**src/rtl/lif_layer_if.sv**
```systemverilog
// Spike/state bus of a leaky integrate-and-fire layer.
// Carries the per-step synaptic currents into the layer and the spike
// pulses back out, so layers can be chained or fed from input pins.
//
// Handshake: step is a one-cycle strobe with no back-pressure. The layer is
// always ready, so every cycle with step=1 is consumed at that rising edge
// together with isyn. spike and spike_any are registered and valid for
// exactly one clk cycle after the edge that produced them.
interface lif_layer_if #(
    parameter int N_NEURONS = 4,
    parameter int IN_W      = 8
);
    logic                      step;
    logic [N_NEURONS*IN_W-1:0] isyn;
    logic [N_NEURONS-1:0]      spike;
    logic                      spike_any;

    // Producer side: drives the strobe and currents, receives spikes
    modport master (
        output step,
        output isyn,
        input  spike,
        input  spike_any
    );

    // Layer side
    modport slave (
        input  step,
        input  isyn,
        output spike,
        output spike_any
    );
endinterface

```
**src/rtl/lif_layer.sv**
```systemverilog
// Parallel array of leaky integrate-and-fire neurons.
// All neurons share one runtime-programmable threshold, leak shift and
// refractory period. Membrane arithmetic saturates at the top of the
// potential range. A saturating counter totals the spikes that have
// appeared on the output register, and any neuron's potential can be
// read back combinationally for debug.
module lif_layer #(
    parameter int N_NEURONS  = 4,
    parameter int IN_W       = 8,
    parameter int POT_W      = 12,
    parameter int REFRAC_W   = 4,
    parameter int THRESH_RST = 200,
    parameter int LEAK_RST   = 4,
    parameter int REFRAC_RST = 2,
    localparam int SEL_W     = (N_NEURONS > 1) ? $clog2(N_NEURONS) : 1
) (
    input  logic                clk,
    input  logic                rst_n,
    lif_layer_if.slave          bus,
    input  logic                cfg_we,
    input  logic [POT_W-1:0]    cfg_thresh,
    input  logic [2:0]          cfg_leak,
    input  logic [REFRAC_W-1:0] cfg_refrac,
    input  logic                cnt_clr,
    output logic [15:0]         spike_cnt,
    input  logic [SEL_W-1:0]    pot_sel,
    output logic [POT_W-1:0]    pot_out
);

    // Wide enough to hold a popcount of up to 16 simultaneous spikes
    localparam int POP_W = 5;

    // Shared configuration
    logic [POT_W-1:0]    thresh_q;
    logic [2:0]          leak_q;
    logic [REFRAC_W-1:0] refrac_q;

    // Per-neuron state
    logic [POT_W-1:0]    v_q   [N_NEURONS];
    logic [REFRAC_W-1:0] rc_q  [N_NEURONS];
    logic [N_NEURONS-1:0] spike_q;

    // Per-neuron candidate update
    logic [POT_W-1:0]    leak_amt [N_NEURONS];
    logic [POT_W:0]      v_sum    [N_NEURONS];
    logic [POT_W-1:0]    v_next   [N_NEURONS];
    logic [N_NEURONS-1:0] fire;

    // Spike counter helpers
    logic [POP_W-1:0]    spike_pop;
    logic [16:0]         cnt_sum;

    // Leak, integrate and clamp for every neuron; V - (V >> k) never goes
    // negative, so only the upper bound needs clamping
    always_comb begin
        for (int i = 0; i < N_NEURONS; i++) begin
            leak_amt[i] = (leak_q == 3'd0) ? '0 : (v_q[i] >> leak_q);
            v_sum[i]    = {1'b0, v_q[i]} - {1'b0, leak_amt[i]}
                        + {{(POT_W + 1 - IN_W){1'b0}}, bus.isyn[i*IN_W +: IN_W]};
            v_next[i]   = v_sum[i][POT_W] ? {POT_W{1'b1}} : v_sum[i][POT_W-1:0];
            fire[i]     = (v_next[i] >= thresh_q);
        end
    end

    // Configuration registers; a step in the same cycle still sees the old values
    always_ff @(posedge clk or negedge rst_n) begin
        if (!rst_n) begin
            thresh_q <= POT_W'(THRESH_RST);
            leak_q   <= 3'(LEAK_RST);
            refrac_q <= REFRAC_W'(REFRAC_RST);
        end else if (cfg_we) begin
            thresh_q <= cfg_thresh;
            leak_q   <= cfg_leak;
            refrac_q <= cfg_refrac;
        end
    end

    // Neuron update on step; spikes are single-cycle pulses
    always_ff @(posedge clk or negedge rst_n) begin
        if (!rst_n) begin
            for (int i = 0; i < N_NEURONS; i++) begin
                v_q[i]  <= '0;
                rc_q[i] <= '0;
            end
            spike_q <= '0;
        end else if (bus.step) begin
            for (int i = 0; i < N_NEURONS; i++) begin
                if (rc_q[i] != '0) begin
                    // Refractory: count down, ignore input, stay at rest
                    rc_q[i]    <= rc_q[i] - 1'b1;
                    v_q[i]     <= '0;
                    spike_q[i] <= 1'b0;
                end else if (fire[i]) begin
                    v_q[i]     <= '0;
                    rc_q[i]    <= refrac_q;
                    spike_q[i] <= 1'b1;
                end else begin
                    v_q[i]     <= v_next[i];
                    spike_q[i] <= 1'b0;
                end
            end
        end else begin
            spike_q <= '0;
        end
    end

    // Number of spikes currently presented on the output register
    always_comb begin
        spike_pop = '0;
        for (int i = 0; i < N_NEURONS; i++) begin
            spike_pop = spike_pop + POP_W'(spike_q[i]);
        end
        cnt_sum = {1'b0, spike_cnt} + 17'(spike_pop);
    end

    // Saturating spike counter; clear wins over increment
    always_ff @(posedge clk or negedge rst_n) begin
        if (!rst_n) begin
            spike_cnt <= '0;
        end else if (cnt_clr) begin
            spike_cnt <= '0;
        end else if (cnt_sum[16]) begin
            spike_cnt <= 16'hFFFF;
        end else begin
            spike_cnt <= cnt_sum[15:0];
        end
    end

    // Debug readback; unused selector codes read as zero
    always_comb begin
        pot_out = '0;
        for (int i = 0; i < N_NEURONS; i++) begin
            if (pot_sel == SEL_W'(i)) begin
                pot_out = v_q[i];
            end
        end
    end

    assign bus.spike     = spike_q;
    assign bus.spike_any = |spike_q;

endmodule

```
**src/flat_wrapper.sv**
```systemverilog
// flat-port wrapper written by rule: the top's interface ports become plain ports
module lif_layer_flat 
#(
    parameter int N_NEURONS  = 4,
    parameter int IN_W       = 8,
    parameter int POT_W      = 12,
    parameter int REFRAC_W   = 4,
    parameter int THRESH_RST = 200,
    parameter int LEAK_RST   = 4,
    parameter int REFRAC_RST = 2,
    localparam int SEL_W     = (N_NEURONS > 1) ? $clog2(N_NEURONS) : 1
)
  (clk, rst_n, cfg_we, cfg_thresh, cfg_leak, cfg_refrac, cnt_clr, spike_cnt, pot_sel, pot_out, bus_step, bus_isyn, bus_spike, bus_spike_any);
  lif_layer_if #(.N_NEURONS(N_NEURONS), .IN_W(IN_W)) bus_i ();
  input  logic clk;
  input  logic rst_n;
  input  logic cfg_we;
  input  logic [POT_W-1:0] cfg_thresh;
  input  logic [2:0] cfg_leak;
  input  logic [REFRAC_W-1:0] cfg_refrac;
  input  logic cnt_clr;
  output logic [15:0] spike_cnt;
  input  logic [SEL_W-1:0] pot_sel;
  output logic [POT_W-1:0] pot_out;
  input wire logic [$bits(bus_i.step)-1:0] bus_step;
  input wire logic [$bits(bus_i.isyn)-1:0] bus_isyn;
  output wire logic [$bits(bus_i.spike)-1:0] bus_spike;
  output wire logic [$bits(bus_i.spike_any)-1:0] bus_spike_any;
  assign bus_i.step = bus_step;
  assign bus_i.isyn = bus_isyn;
  assign bus_spike = bus_i.spike;
  assign bus_spike_any = bus_i.spike_any;
  lif_layer #(.N_NEURONS(N_NEURONS), .IN_W(IN_W), .POT_W(POT_W), .REFRAC_W(REFRAC_W), .THRESH_RST(THRESH_RST), .LEAK_RST(LEAK_RST), .REFRAC_RST(REFRAC_RST)) u_core (.clk(clk), .rst_n(rst_n), .bus(bus_i), .cfg_we(cfg_we), .cfg_thresh(cfg_thresh), .cfg_leak(cfg_leak), .cfg_refrac(cfg_refrac), .cnt_clr(cnt_clr), .spike_cnt(spike_cnt), .pot_sel(pot_sel), .pot_out(pot_out));
endmodule
```
**config.mk**
```make
export PLATFORM = sky130hd
export DESIGN_NAME = lif_layer_flat
export DESIGN_NICKNAME = d
export VERILOG_FILES = /design/src/rtl/lif_layer_if.sv /design/src/rtl/lif_layer.sv /design/src/flat_wrapper.sv
export SDC_FILE = /design/constraint.sdc
export NUM_CORES = 1
export LEC_CHECK = 0
export CAP_MARGIN = 20
export CORE_MARGIN = 3
export CORE_UTILIZATION = 65
export DETAILED_ROUTE_END_ITERATION = 6
export PLACE_DENSITY = 0.88
export SLEW_MARGIN = 20
export SYNTH_ARGS = -nofsm -noshare
export SYNTH_HDL_FRONTEND = slang
export SYNTH_SLANG_ARGS = --single-unit
```
**constraint.sdc**
```tcl
create_clock -name clk -period 17.4 [get_ports clk]
set_clock_uncertainty 0.15 [all_clocks]
set_input_delay 2.61 -clock clk [delete_from_list [all_inputs] [get_ports clk]]
set_output_delay 2.61 -clock clk [all_outputs]
set_load 0.005 [all_outputs]
```
==> results.ini, run 1 <==
[run_status]
status=completed

[cts]
htree_levels=3
cts_root_buffer=sky130_fd_sc_hd__clkbuf_16
clk-insertion-delay-late_ns=0.36
cts_sinks=103
cts_hold_buf=0
clkTransAtPathRegs_ns=0.08
cts_buf_count=9
cts_repair_resize_count=0
tritoncts=built
cts.repair_timing.setup_buffer_count=0
clk_path_buf_depth=2

[synth]
yosys_warnings=0
synth_top_flop_cell=sky130_fd_sc_hd__dfrtp_1
synth_sequential_area_ratio_pct=23.2
post-synth-top-area-fraction_pct=22.0
number_of_enable_flip_flop_cells_after_synthesis=0
yosys-top-cells-count=175 x sky130_fd_sc_hd__inv_1, 122 x sky130_fd_sc_hd__ha_1, 100 x sky130_fd_sc_hd__nand2_1
post_synth.cell_area_avg_um2=8.32
synthArstFlopShare_pct=100
synthesis_stage_register_bit_count=103
post_synth_instance_area_um2=11200
post_synth_main_area_contributors=sky130_fd_sc_hd__dfrtp_1 22%, sky130_fd_sc_hd__ha_1 14%, sky130_fd_sc_hd__fa_1 6.1%
synth_cells=1340
synthMostInstantiatedCell=sky130_fd_sc_hd__inv_1
synth_cell_type_count=67
post-synth-top-area-cell=sky130_fd_sc_hd__dfrtp_1

[finish]
final_layout_size_suffix_gt1_share_pct=5.14
area_growth_pct=12.0
fin_cells=1620
num_antenna_cells=0
nets=1609

[timing]
final_min_period_over_clock_period_pct=47.5
worst-slew-pin-transition_ns=1.12
final_max_slew_viols=0
final.min_clock_period_ns=8.26
final-setup-viol-count=0
final.setup.tns_ns=0
max_slew_margin_pct=24.9
fmax_mhz=121
hold_viol_final=0
rsz0062_at_grt=false

[drt]
final_antenna_net_count=0
detail_route.first_pass.iterations=6
routed_wl_mm=32.6
detail_route.wl_per_cell_um=20.1
drt-initial-drc-count=1234
drt_drc_violations_left=0
detail_route.vias_per_cell=6.62
vias=10724

[setup_path]
cp_data_required_time_ns=17.51
worst_path_most_repeated_cell=sky130_fd_sc_hd__inv_1
worst_setup_path_start_kind=input pin
path_class=input pin to flop
critical_path.max_stage_delay_ns=0.70
cp_cell_sequence=clkdlybuf4s50_1 -> inv_1 -> fa_1 -> inv_1 -> ha_1 -> a21oi_1 -> o21ai_0 -> nand3_1 -> o211ai_1 -> nor4_1 -> inv_1 -> ha_1 -> a21o_1 -> a21o_1 -> a221oi_1 -> nand4_1 -> o2bb2ai_1
crit_path_max_fanout=12
timing.critical_path.slowest_stage_cell=sky130_fd_sc_hd__a221oi_1
sort_of_element_at_the_end_of_the_critical_path=flop
worst_ep_arrival_time_ns=8.37

[floorplanning]
dieWidth_um=137
effective_utilization_at_floorplan_pct=66.8
io_pins=91
fp.dieArea_um2=18800
rows=47
core_area_um2=16700
die-height_um=137

[placed_design]
gp_congestion=0.961
detailedPlacementHpwl_mm=24.4
io_buffers=90
post-place-cells=1604

[global_routing]
grt_start_max_net_pins=63
grt_pass1_wl_mm=50.9
initial_antenna_violation_count=1
grt_pass1_vias=10188
overflow=0
grt_util_all_layers_pct=34.6

[pwr]
power_density_nw_per_um2=210
leakage_dissipation_uw=0.00559
vdd_drop_max_mv=0.199

[hold_path]
hold_path_class=flop to flop

[flow_run]
max_cap_violations=0

[metal layers]
metal | wire length [µm] | track usage [%] | share of wire (%) | vias to the layer above
met3 | 3410 | 7.65 | 10 | 174
met1 | 12300 | 43.2 | 38 | 4980
li1 | - | - | - | 4907
met5 | 13 | 0.556 | 0.040 | -
met4 | 1730 | 16.9 | 5.3 | 2
met2 | 15100 | 56.6 | 46 | 661
[per-stage QoR]
| step | hold WS [ns] | util [%] | power (µW) | setup WS [ns] | cell area, µm² |
|---|---|---|---|---|---|
| 2_1_floorplan | 0.305 | - | 1860 | 10.30 | 11200 |
| 3_3_place_gp | 0.334 | 72.9 | 2250 | 9.06 | 12200 |
| 3_5_place_dp | 0.330 | 72.9 | 2340 | 8.94 | 12200 |
| 4_1_cts | 0.336 | 74.7 | 2570 | 9.27 | 12500 |
| 5_1_grt | 0.358 | 74.8 | 2850 | 8.74 | 12500 |
| 6_report | 0.349 | 74.8 | 2620 | 9.14 | 12500 |
[worst paths after layout]
| path | startpoint | endpoint | slack [ns] | cells past startpoint |
|---|---|---|---|---|
| hold reg to reg | u_core.rc_q[3]$_DFFE_PN0P_ | u_core.bus.spike[3]$_DFF_PN0_ | 0.35 | 1 |
| min in group asynchronous | rst_n | u_core.spike_cnt[1]$_DFF_PN0_ | 2.08 | 1 |
| setup reg to reg | u_core.leak_q[1]$_DFFE_PN0P_ | u_core.v_q[35]$_DFFE_PN0P_ | 9.33 | 19 |
| hold / removal | u_core.rc_q[3]$_DFFE_PN0P_ | u_core.bus.spike[3]$_DFF_PN0_ | 0.35 | 1 |
| max in group asynchronous | rst_n | u_core.leak_q[1]$_DFFE_PN0P_ | 13.81 | 2 |
| setup / recovery | bus_isyn[15] | u_core.v_q[35]$_DFFE_PN0P_ | 9.14 | 17 |
[report_power, final]
| group | internal [µW] | leakage, µW | total (µW) | switching [µW] |
|---|---|---|---|---|
| clock | 103 | 0.000151 | 210 | 106 |
| sequential | 307 | 0.00136 | 418 | 111 |
| combinational | 825 | 0.00408 | 1990 | 1170 |
[layout by cell type (no fill, tap or decap), drive strengths merged, types with 16 or more instances in the layout]
master         instances
a211oi                20
a31oi                 19
nand3                 38
nor3                  43
dfrtp                 98
fa                    34
ha                   122
nand2b                25
and2                  16
nor2                  74
xnor2                 27
inv                  178
clkdlybuf4s50         89
nand4                 17
a21o                  23
a22o                  40
mux2i                 34
o21ai                 83
a21oi                 71
nand2                100
[worst max-delay path: cells and delay by family]
family,cells,cell delay [ns]
buffers and inverters,4,0.69
and+or+nand+nor,3,1.40
adders and majority gates,3,1.18
AOI/OAI and AO/OA,7,2.49
[final cells by class]
type	instances	area [µm²]
inverter	176	661
tap	220	275
clock inverter	7	86.3
clock buffer	9	225
multi-input combinational	1007	7690
fill	1205	4220
timing repair buffer	98	958
sequential	103	2580
[flip-flops by register name, indices dropped and copies added (netlist names)]
register and count:
u_core.refrac_q 4, u_core.leak_q 3, u_core.rc_q 16, u_core.spike_cnt 16
u_core.thresh_q 12, u_core.bus.spike 4, u_core.v_q 48
[kinds of logic (layout without fill, tap and decap cells)]
kind of cell / after synthesis / count (layout) / share of synthesized area (%)
DFF: 103 / 103 / 23.2
other: 1 / 4 / 0.0336
xor gates and xnor gates: 42 / 42 / 3.30
buffers and inverters: 233 / 290 / 7.97
AOI/OAI and AO/OA: 352 / 352 / 21.2
muxes: 56 / 56 / 6.49
and+or+nand+nor: 397 / 397 / 18.1
adders and majority gates: 156 / 156 / 19.8
Note: power is estimated with default switching activity, not from simulation.
==> run 2, diff against run 1 <==
CORE_UTILIZATION = 61   (was 65)
PLACE_DENSITY = 0.83   (was 0.88)
clock period = 8.4 ns   (was 17.4 ns; I/O delays follow)
==> run 2 against run 1 <==
Compared with the run above:
- routed wire length down 2.2%
- global-route usage decreased by 2.5 points
- sequential power up 110%
- worst setup slack got worse by 8.1 ns
- via count down 2.8%
- combinational power up 110%
- first-iteration DRC count decreased by 9.0%
- worst hold slack better by 0.023 ns
- cell count grew 0.49%
- core utilization down 3.6 points
==> results.ini, run 2 (synthesized netlist as in run 1, its figures left out) <==
[pwr]
vdd_drop_max_mv=0.320  ; +60%
power_density_nw_per_um2=433  ; +110%
leakage_dissipation_uw=0.00561  ; +0.38%

[finish]
finalCoreUtilization_pct=71.2  ; -3.6 points
regMostFlops=u_core.v_q
nets=1612  ; +0.19%
largest_register_ffs=48  ; unchanged
num_antenna_cells=0  ; unchanged
final_layout_size_suffix_gt1_share_pct=5.27  ; +0.13 points
area_growth_pct=12.3
final_design_area_no_fill_um2=12500  ; +0.30%
layout_commonest_cell=sky130_fd_sc_hd__inv_1
final.fill_count=1432  ; +19%
reg.largest.list=u_core.v_q (48), u_core.rc_q (16), u_core.spike_cnt (16)
mostFrequentLayoutCells=175 x sky130_fd_sc_hd__inv_1, 122 x sky130_fd_sc_hd__ha_1, 100 x sky130_fd_sc_hd__nand2_1, 97 x sky130_fd_sc_hd__dfrtp_1, 89 x sky130_fd_sc_hd__clkdlybuf4s50_1

[global_routing]
overflow=0  ; unchanged
grt_start_max_net_pins=54  ; -14%
grt_pass1_wl_mm=51.3  ; +0.73%
grt_pass1_vias=9882  ; -3.0%
grt_util_all_layers_pct=32.1  ; -2.5 points
initial_antenna_violation_count=0  ; -1

[drt]
detail_route.vias_per_cell=6.40  ; -3.3%
routed_wl_mm=31.8  ; -2.2%
detail_route.wl_per_cell_um=19.6  ; -2.7%
final_antenna_net_count=0  ; unchanged
detail_route.first_pass.iterations=6  ; unchanged
drt_drc_violations_left=0  ; unchanged
drt-initial-drc-count=1123  ; -9.0%
vias=10420  ; -2.8%

[floorplanning]
core_area_um2=17600  ; +5.4%
rows=48  ; +2.1%
io_pins=91  ; unchanged
fp.dieArea_um2=19900  ; +6.3%
dieWidth_um=141  ; +3.1%
effective_utilization_at_floorplan_pct=63.4  ; -3.4 points
die-height_um=141  ; +3.1%

[setup_path]
worst_ep_arrival_time_ns=7.51  ; -0.86 ns
path_class=flop to flop
sort_of_element_at_the_end_of_the_critical_path=flop
rr_worst_depth=18  ; -1
cp_data_required_time_ns=8.52  ; -8.99 ns
critical_path.reg2reg.endpoint=u_core.v_q[33]$_DFFE_PN0P_
critical_path.startpoint=u_core.leak_q[1]$_DFFE_PN0P_
critical_path.endpoint=u_core.v_q[33]$_DFFE_PN0P_
worst_setup_path_start_kind=flop
crit_path_max_fanout=26  ; +14
regToRegSetupSlack_ns=1.01  ; -8.32 ns
crit-reg2reg-launch=u_core.leak_q[1]$_DFFE_PN0P_

[timing]
worst-slew-pin-transition_ns=1.08  ; -0.0411 ns
final.setup.tns_ns=0  ; unchanged
fmax_mhz=135
fin_ws_ns=1.01  ; -8.14 ns
final.min_clock_period_ns=7.39
final_max_slew_viols=0  ; unchanged
rsz0062_at_grt=false
hold_viol_final=0  ; unchanged
final_min_period_over_clock_period_pct=88.0
max_slew_margin_pct=27.7  ; +2.8 points
final-setup-viol-count=0  ; unchanged

[cts]
cts_root_buffer=sky130_fd_sc_hd__clkbuf_16
cts_buf_count=9  ; unchanged
clk_path_buf_depth=2  ; unchanged
cts_hold_buf=0  ; unchanged
clk-insertion-delay-late_ns=0.36  ; about the same
clkTransAtPathRegs_ns=0.08  ; about the same
tritoncts=built
htree_levels=3  ; unchanged
cts_sinks=103  ; unchanged
cts.repair_timing.setup_buffer_count=0  ; unchanged
cts_repair_resize_count=0  ; unchanged

[placed_design]
placement.setup.worst_slack_ns=1.38  ; -7.56 ns
detailedPlacementHpwl_mm=24.2  ; -1.2%
placed_area_um2=12200  ; +0.24%
io_buffers=90  ; unchanged
gp_congestion=1.00  ; +4.2%

[hold_path]
hold_path_class=flop to flop

[flow_run]
max_cap_violations=0  ; unchanged

[run_status]
status=completed

## run 2: worst min path at each step
stage | startpoint | to | slack, ns | cells past startpoint
final | u_core.rc_q[3]$_DFFE_PN0P_ | u_core.bus.spike[3]$_DFF_PN0_ | 0.37 | 1
after CTS | u_core.rc_q[3]$_DFFE_PN0P_ | u_core.bus.spike[3]$_DFF_PN0_ | 0.37 | 1
after global placement | u_core.rc_q[3]$_DFFE_PN0P_ | u_core.bus.spike[3]$_DFF_PN0_ | 0.35 | 1
after detailed placement | u_core.rc_q[3]$_DFFE_PN0P_ | u_core.bus.spike[3]$_DFF_PN0_ | 0.36 | 1
after global routing | u_core.rc_q[3]$_DFFE_PN0P_ | u_core.bus.spike[3]$_DFF_PN0_ | 0.42 | 1
after floorplan | u_core.rc_q[3]$_DFFE_PN0P_ | u_core.bus.spike[3]$_DFF_PN0_ | 0.31 | 1
## run 2: area by class of cell
class	instances	area, µm²	area share (%)
Clock buffer	9	225	1.80
Clock inverter	7	100	0.799
Inverter	176	661	5.28
Multi-Input combinational cell	1007	7690	61.4
Sequential cell	103	2580	20.6
Tap cell	225	282	2.25
Timing Repair Buffer	101	981	7.83
## run 2: layer usage
layer	routed length (µm)	part of all wire, %	global-route usage, %	vias to the layer above
li1	-	-	-	4909
met4	1130	3.6	11.8	0
met3	2930	9.2	6.00	102
met1	13100	41	43.8	4906
met2	14700	46	51.0	503
met5	0	0	0	-
## run 2: metrics by stage
stage | instances | hold WS (ns) | power (µW)
finish | 1628 | 0.372 | 5420
floorplan | 1343 | 0.305 | 3860
global placement | 1612 | 0.346 | 4710
CTS | 1628 | 0.369 | 5330
global route | 1628 | 0.417 | 5930
detailed placement | 1612 | 0.358 | 4830
## run 2: critical path, stage by stage, from the launching register on
cell and delay, ns:
sky130_fd_sc_hd__dfrtp_2 0.67, sky130_fd_sc_hd__nor2b_1 0.65, sky130_fd_sc_hd__buf_4 0.32, sky130_fd_sc_hd__a22oi_1 0.10, sky130_fd_sc_hd__or2_2 0.31, sky130_fd_sc_hd__ha_1 0.28
sky130_fd_sc_hd__ha_1 0.44, sky130_fd_sc_hd__nand3_1 0.22, sky130_fd_sc_hd__nor3b_1 0.20, sky130_fd_sc_hd__a2111oi_0 0.47, sky130_fd_sc_hd__o211ai_1 0.48, sky130_fd_sc_hd__nor4_1 0.64
sky130_fd_sc_hd__inv_1 0.13, sky130_fd_sc_hd__ha_1 0.31, sky130_fd_sc_hd__a21o_1 0.16, sky130_fd_sc_hd__a21o_1 0.16, sky130_fd_sc_hd__a221oi_1 0.70, sky130_fd_sc_hd__nand4_1 0.57
sky130_fd_sc_hd__o2bb2ai_1 0.34
## run 2: power by group
part,switching (µW),leakage [µW],total [µW],internal (µW)
sequential,230,0.00136,865,636
clock,221,0.000158,462,241
combinational,2390,0.00410,4090,1700
==> run 3, diff against run 2 <==
PLACE_DENSITY = 0.92   (was 0.83)
==> run 3 against run 2 <==
Compared with the run above:
- the flow now finishes with violations (design-rule violations)
- flip-flop and latch count is the same
- register-to-register slack lost 0.30 ns
- via count grew 2.0%
- core utilization shrank 0.19 points
- critical endpoint is now u_core.v_q[32]$_DFFE_PN0P_
- largest power group unchanged
==> results.ini, run 3 (synthesized netlist as in run 1, its figures left out) <==
[floorplanning]
fp.dieArea_um2=19900  ; unchanged
die-height_um=141  ; unchanged
rows=48  ; unchanged
effective_utilization_at_floorplan_pct=63.4  ; unchanged
core_area_um2=17600  ; unchanged
io_pins=91  ; unchanged
dieWidth_um=141  ; unchanged

[cts]
cts.repair_timing.setup_buffer_count=0  ; unchanged
cts_root_buffer=sky130_fd_sc_hd__clkbuf_16
cts_buf_count=9  ; unchanged
cts_hold_buf=0  ; unchanged
clkTransAtPathRegs_ns=0.08  ; about the same
clk-insertion-delay-late_ns=0.37  ; about the same
clk_path_buf_depth=2  ; unchanged
tritoncts=built
cts_sinks=103  ; unchanged
htree_levels=3  ; unchanged
cts_repair_resize_count=0  ; unchanged

[drt]
final_antenna_net_count=0  ; unchanged
drt_drc_violations_left=1  ; +1
detail_route.wl_per_cell_um=20.0  ; +2.3%
vias=10626  ; +2.0%
drt-initial-drc-count=1125  ; +0.18%
routed_wl_mm=32.5  ; +2.2%
detail_route.vias_per_cell=6.54  ; +2.1%
detail_route.first_pass.iterations=7  ; +1

[setup_path]
rr_worst_depth=19  ; +1
regToRegSetupSlack_ns=0.71  ; -0.30 ns
timing.critical_path.slowest_stage_cell=sky130_fd_sc_hd__dfrtp_1
critical_path.max_stage_delay_ns=0.77  ; +0.07 ns
critical-path-top-delay-family=compound AO/OA/AOI/OAI gates
sort_of_element_at_the_end_of_the_critical_path=flop
cp_data_required_time_ns=8.52  ; about the same
cp_cell_sequence=buf_4 -> inv_1 -> nor2_1 -> a22oi_1 -> or2_2 -> ha_1 -> ha_1 -> nand3_1 -> nor3b_1 -> a2111oi_0 -> o211ai_1 -> nor4_1 -> inv_1 -> ha_1 -> a21o_1 -> a21o_1 -> a221oi_1 -> nand4_1 -> o2bb2ai_1
crit_path_max_fanout=23  ; -12%
worst_path_most_repeated_cell=sky130_fd_sc_hd__ha_1
critical_path.reg2reg.endpoint=u_core.v_q[32]$_DFFE_PN0P_
path_class=flop to flop
worst_ep_arrival_time_ns=7.82  ; +0.31 ns
crit-reg2reg-launch=u_core.leak_q[0]$_DFFE_PN0P_
worst_setup_path_start_kind=flop
critPathBufInv=3  ; +1
cp.depth=19  ; +1

[hold_path]
hold_path_class=flop to flop
holdCritStartpoint=u_core.rc_q[3]$_DFFE_PN0P_
min_delay_path_depth=1  ; unchanged
hold-path-endpoint=u_core.bus.spike[3]$_DFF_PN0_

[pwr]
leakage_dissipation_uw=0.00560  ; -0.28%
power_density_nw_per_um2=435  ; +0.46%
vdd_drop_max_mv=0.306  ; -4.3%
post-layout-total-power_uw=5430  ; +0.19%

[global_routing]
grt_pass1_vias=10258  ; +3.8%
met3_usage_pct=6.78  ; +0.78 points
met1_usage_pct=42.5  ; -1.3 points
grt_start_max_net_pins=70  ; +30%
grt_pass1_wl_mm=52.0  ; +1.3%
globalRoute.busiestLayer=met2
grt_util_all_layers_pct=32.4  ; +0.32 points
grt_use_met2_pct=51.7  ; +0.65 points
overflow=0  ; unchanged
initial_antenna_violation_count=0  ; unchanged

[timing]
final.min_clock_period_ns=7.69  ; +0.303 ns
hold_viol_final=0  ; unchanged
fmax_mhz=130  ; -3.9%
final_max_slew_viols=0  ; unchanged
hold_slack_ns=0.344  ; -0.0274 ns
rsz0062_at_grt=false
final-setup-viol-count=0  ; unchanged
final_min_period_over_clock_period_pct=91.6  ; +3.6 points
final.setup.tns_ns=0  ; unchanged
worst-slew-pin-transition_ns=0.921  ; -0.160 ns
max_slew_margin_pct=38.1  ; +10 points

[finish]
mostFrequentLayoutCells=175 x sky130_fd_sc_hd__inv_1, 122 x sky130_fd_sc_hd__ha_1, 100 x sky130_fd_sc_hd__nand2_1, 97 x sky130_fd_sc_hd__dfrtp_1, 88 x sky130_fd_sc_hd__clkdlybuf4s50_1
layout_commonest_cell=sky130_fd_sc_hd__inv_1
reg.largest.list=u_core.v_q (48), u_core.rc_q (16), u_core.spike_cnt (16)
largest_register_ffs=48  ; unchanged
fin_cells=1626  ; -0.12%
area_growth_pct=12.0
regMostFlops=u_core.v_q
num_antenna_cells=0  ; unchanged
nets=1610  ; -0.12%
final_layout_size_suffix_gt1_share_pct=5.28  ; +0.0075 points

[run_status]
status=finished with violations
violations=design-rule violations

[placed_design]
detailedPlacementHpwl_mm=24.9  ; +2.9%
gp_congestion=0.973  ; -2.8%
post-place-cells=1610  ; -0.12%
io_buffers=90  ; unchanged

[flow_run]
max_cap_violations=0  ; unchanged

## run 3: per-stage QoR
step | area, µm² | utilization (%) | setup WS (ns)
final | 12500 | 71.0 | 0.705
after global routing | 12500 | 71.0 | 0.206
after CTS | 12500 | 71.0 | 0.909
after detailed placement | 12200 | 69.2 | 1.07
after global placement | 12200 | 69.2 | 1.30
after floorplan | 11200 | - | 2.47
## run 3: worst max-delay path by stage
stage / start / end / slack, ns
after floorplan: u_core.leak_q[1]$_DFFE_PN0P_ / u_core.v_q[11]$_DFFE_PN0P_ / 2.47
after global placement: u_core.leak_q[0]$_DFFE_PN0P_ / u_core.v_q[35]$_DFFE_PN0P_ / 1.30
after detailed placement: u_core.leak_q[0]$_DFFE_PN0P_ / u_core.v_q[35]$_DFFE_PN0P_ / 1.07
after CTS: u_core.leak_q[0]$_DFFE_PN0P_ / u_core.v_q[32]$_DFFE_PN0P_ / 0.91
after global routing: u_core.leak_q[0]$_DFFE_PN0P_ / u_core.v_q[32]$_DFFE_PN0P_ / 0.21
final: u_core.leak_q[0]$_DFFE_PN0P_ / u_core.v_q[32]$_DFFE_PN0P_ / 0.71
## run 3: area by class of cell
type | instances | area [µm²]
Sequential cell | 103 | 2580
Inverter | 176 | 661
Multi-Input combinational cell | 1007 | 7690
Clock inverter | 7 | 81.3
Tap cell | 225 | 282
Fill cell | 1332 | 5110
Timing Repair Buffer | 99 | 961
Clock buffer | 9 | 225
## run 3: worst register-to-register path, stage by stage (launching register included)
cell and delay [ns]:
sky130_fd_sc_hd__dfrtp_1 0.77, sky130_fd_sc_hd__buf_4 0.39, sky130_fd_sc_hd__inv_1 0.39, sky130_fd_sc_hd__nor2_1 0.47
sky130_fd_sc_hd__a22oi_1 0.18, sky130_fd_sc_hd__or2_2 0.33, sky130_fd_sc_hd__ha_1 0.28, sky130_fd_sc_hd__ha_1 0.42
sky130_fd_sc_hd__nand3_1 0.19, sky130_fd_sc_hd__nor3b_1 0.18, sky130_fd_sc_hd__a2111oi_0 0.42, sky130_fd_sc_hd__o211ai_1 0.43
sky130_fd_sc_hd__nor4_1 0.56, sky130_fd_sc_hd__inv_1 0.10, sky130_fd_sc_hd__ha_1 0.31, sky130_fd_sc_hd__a21o_1 0.16
sky130_fd_sc_hd__a21o_1 0.18, sky130_fd_sc_hd__a221oi_1 0.71, sky130_fd_sc_hd__nand4_1 0.60, sky130_fd_sc_hd__o2bb2ai_1 0.36
## run 3: metal layers
| metal | part of all wire [%] | routed length (µm) | up-vias |
|---|---|---|---|
| li1 | - | - | 4900 |
| met1 | 39 | 12800 | 4997 |
| met2 | 46 | 14900 | 596 |
| met3 | 9.8 | 3180 | 133 |
| met4 | 5.1 | 1670 | 0 |
| met5 | 0 | 0 | - |
## run 3: power breakdown
group | internal, µW | switching [µW]
sequential | 635 | 239
clock | 213 | 227
combinational | 1700 | 2410
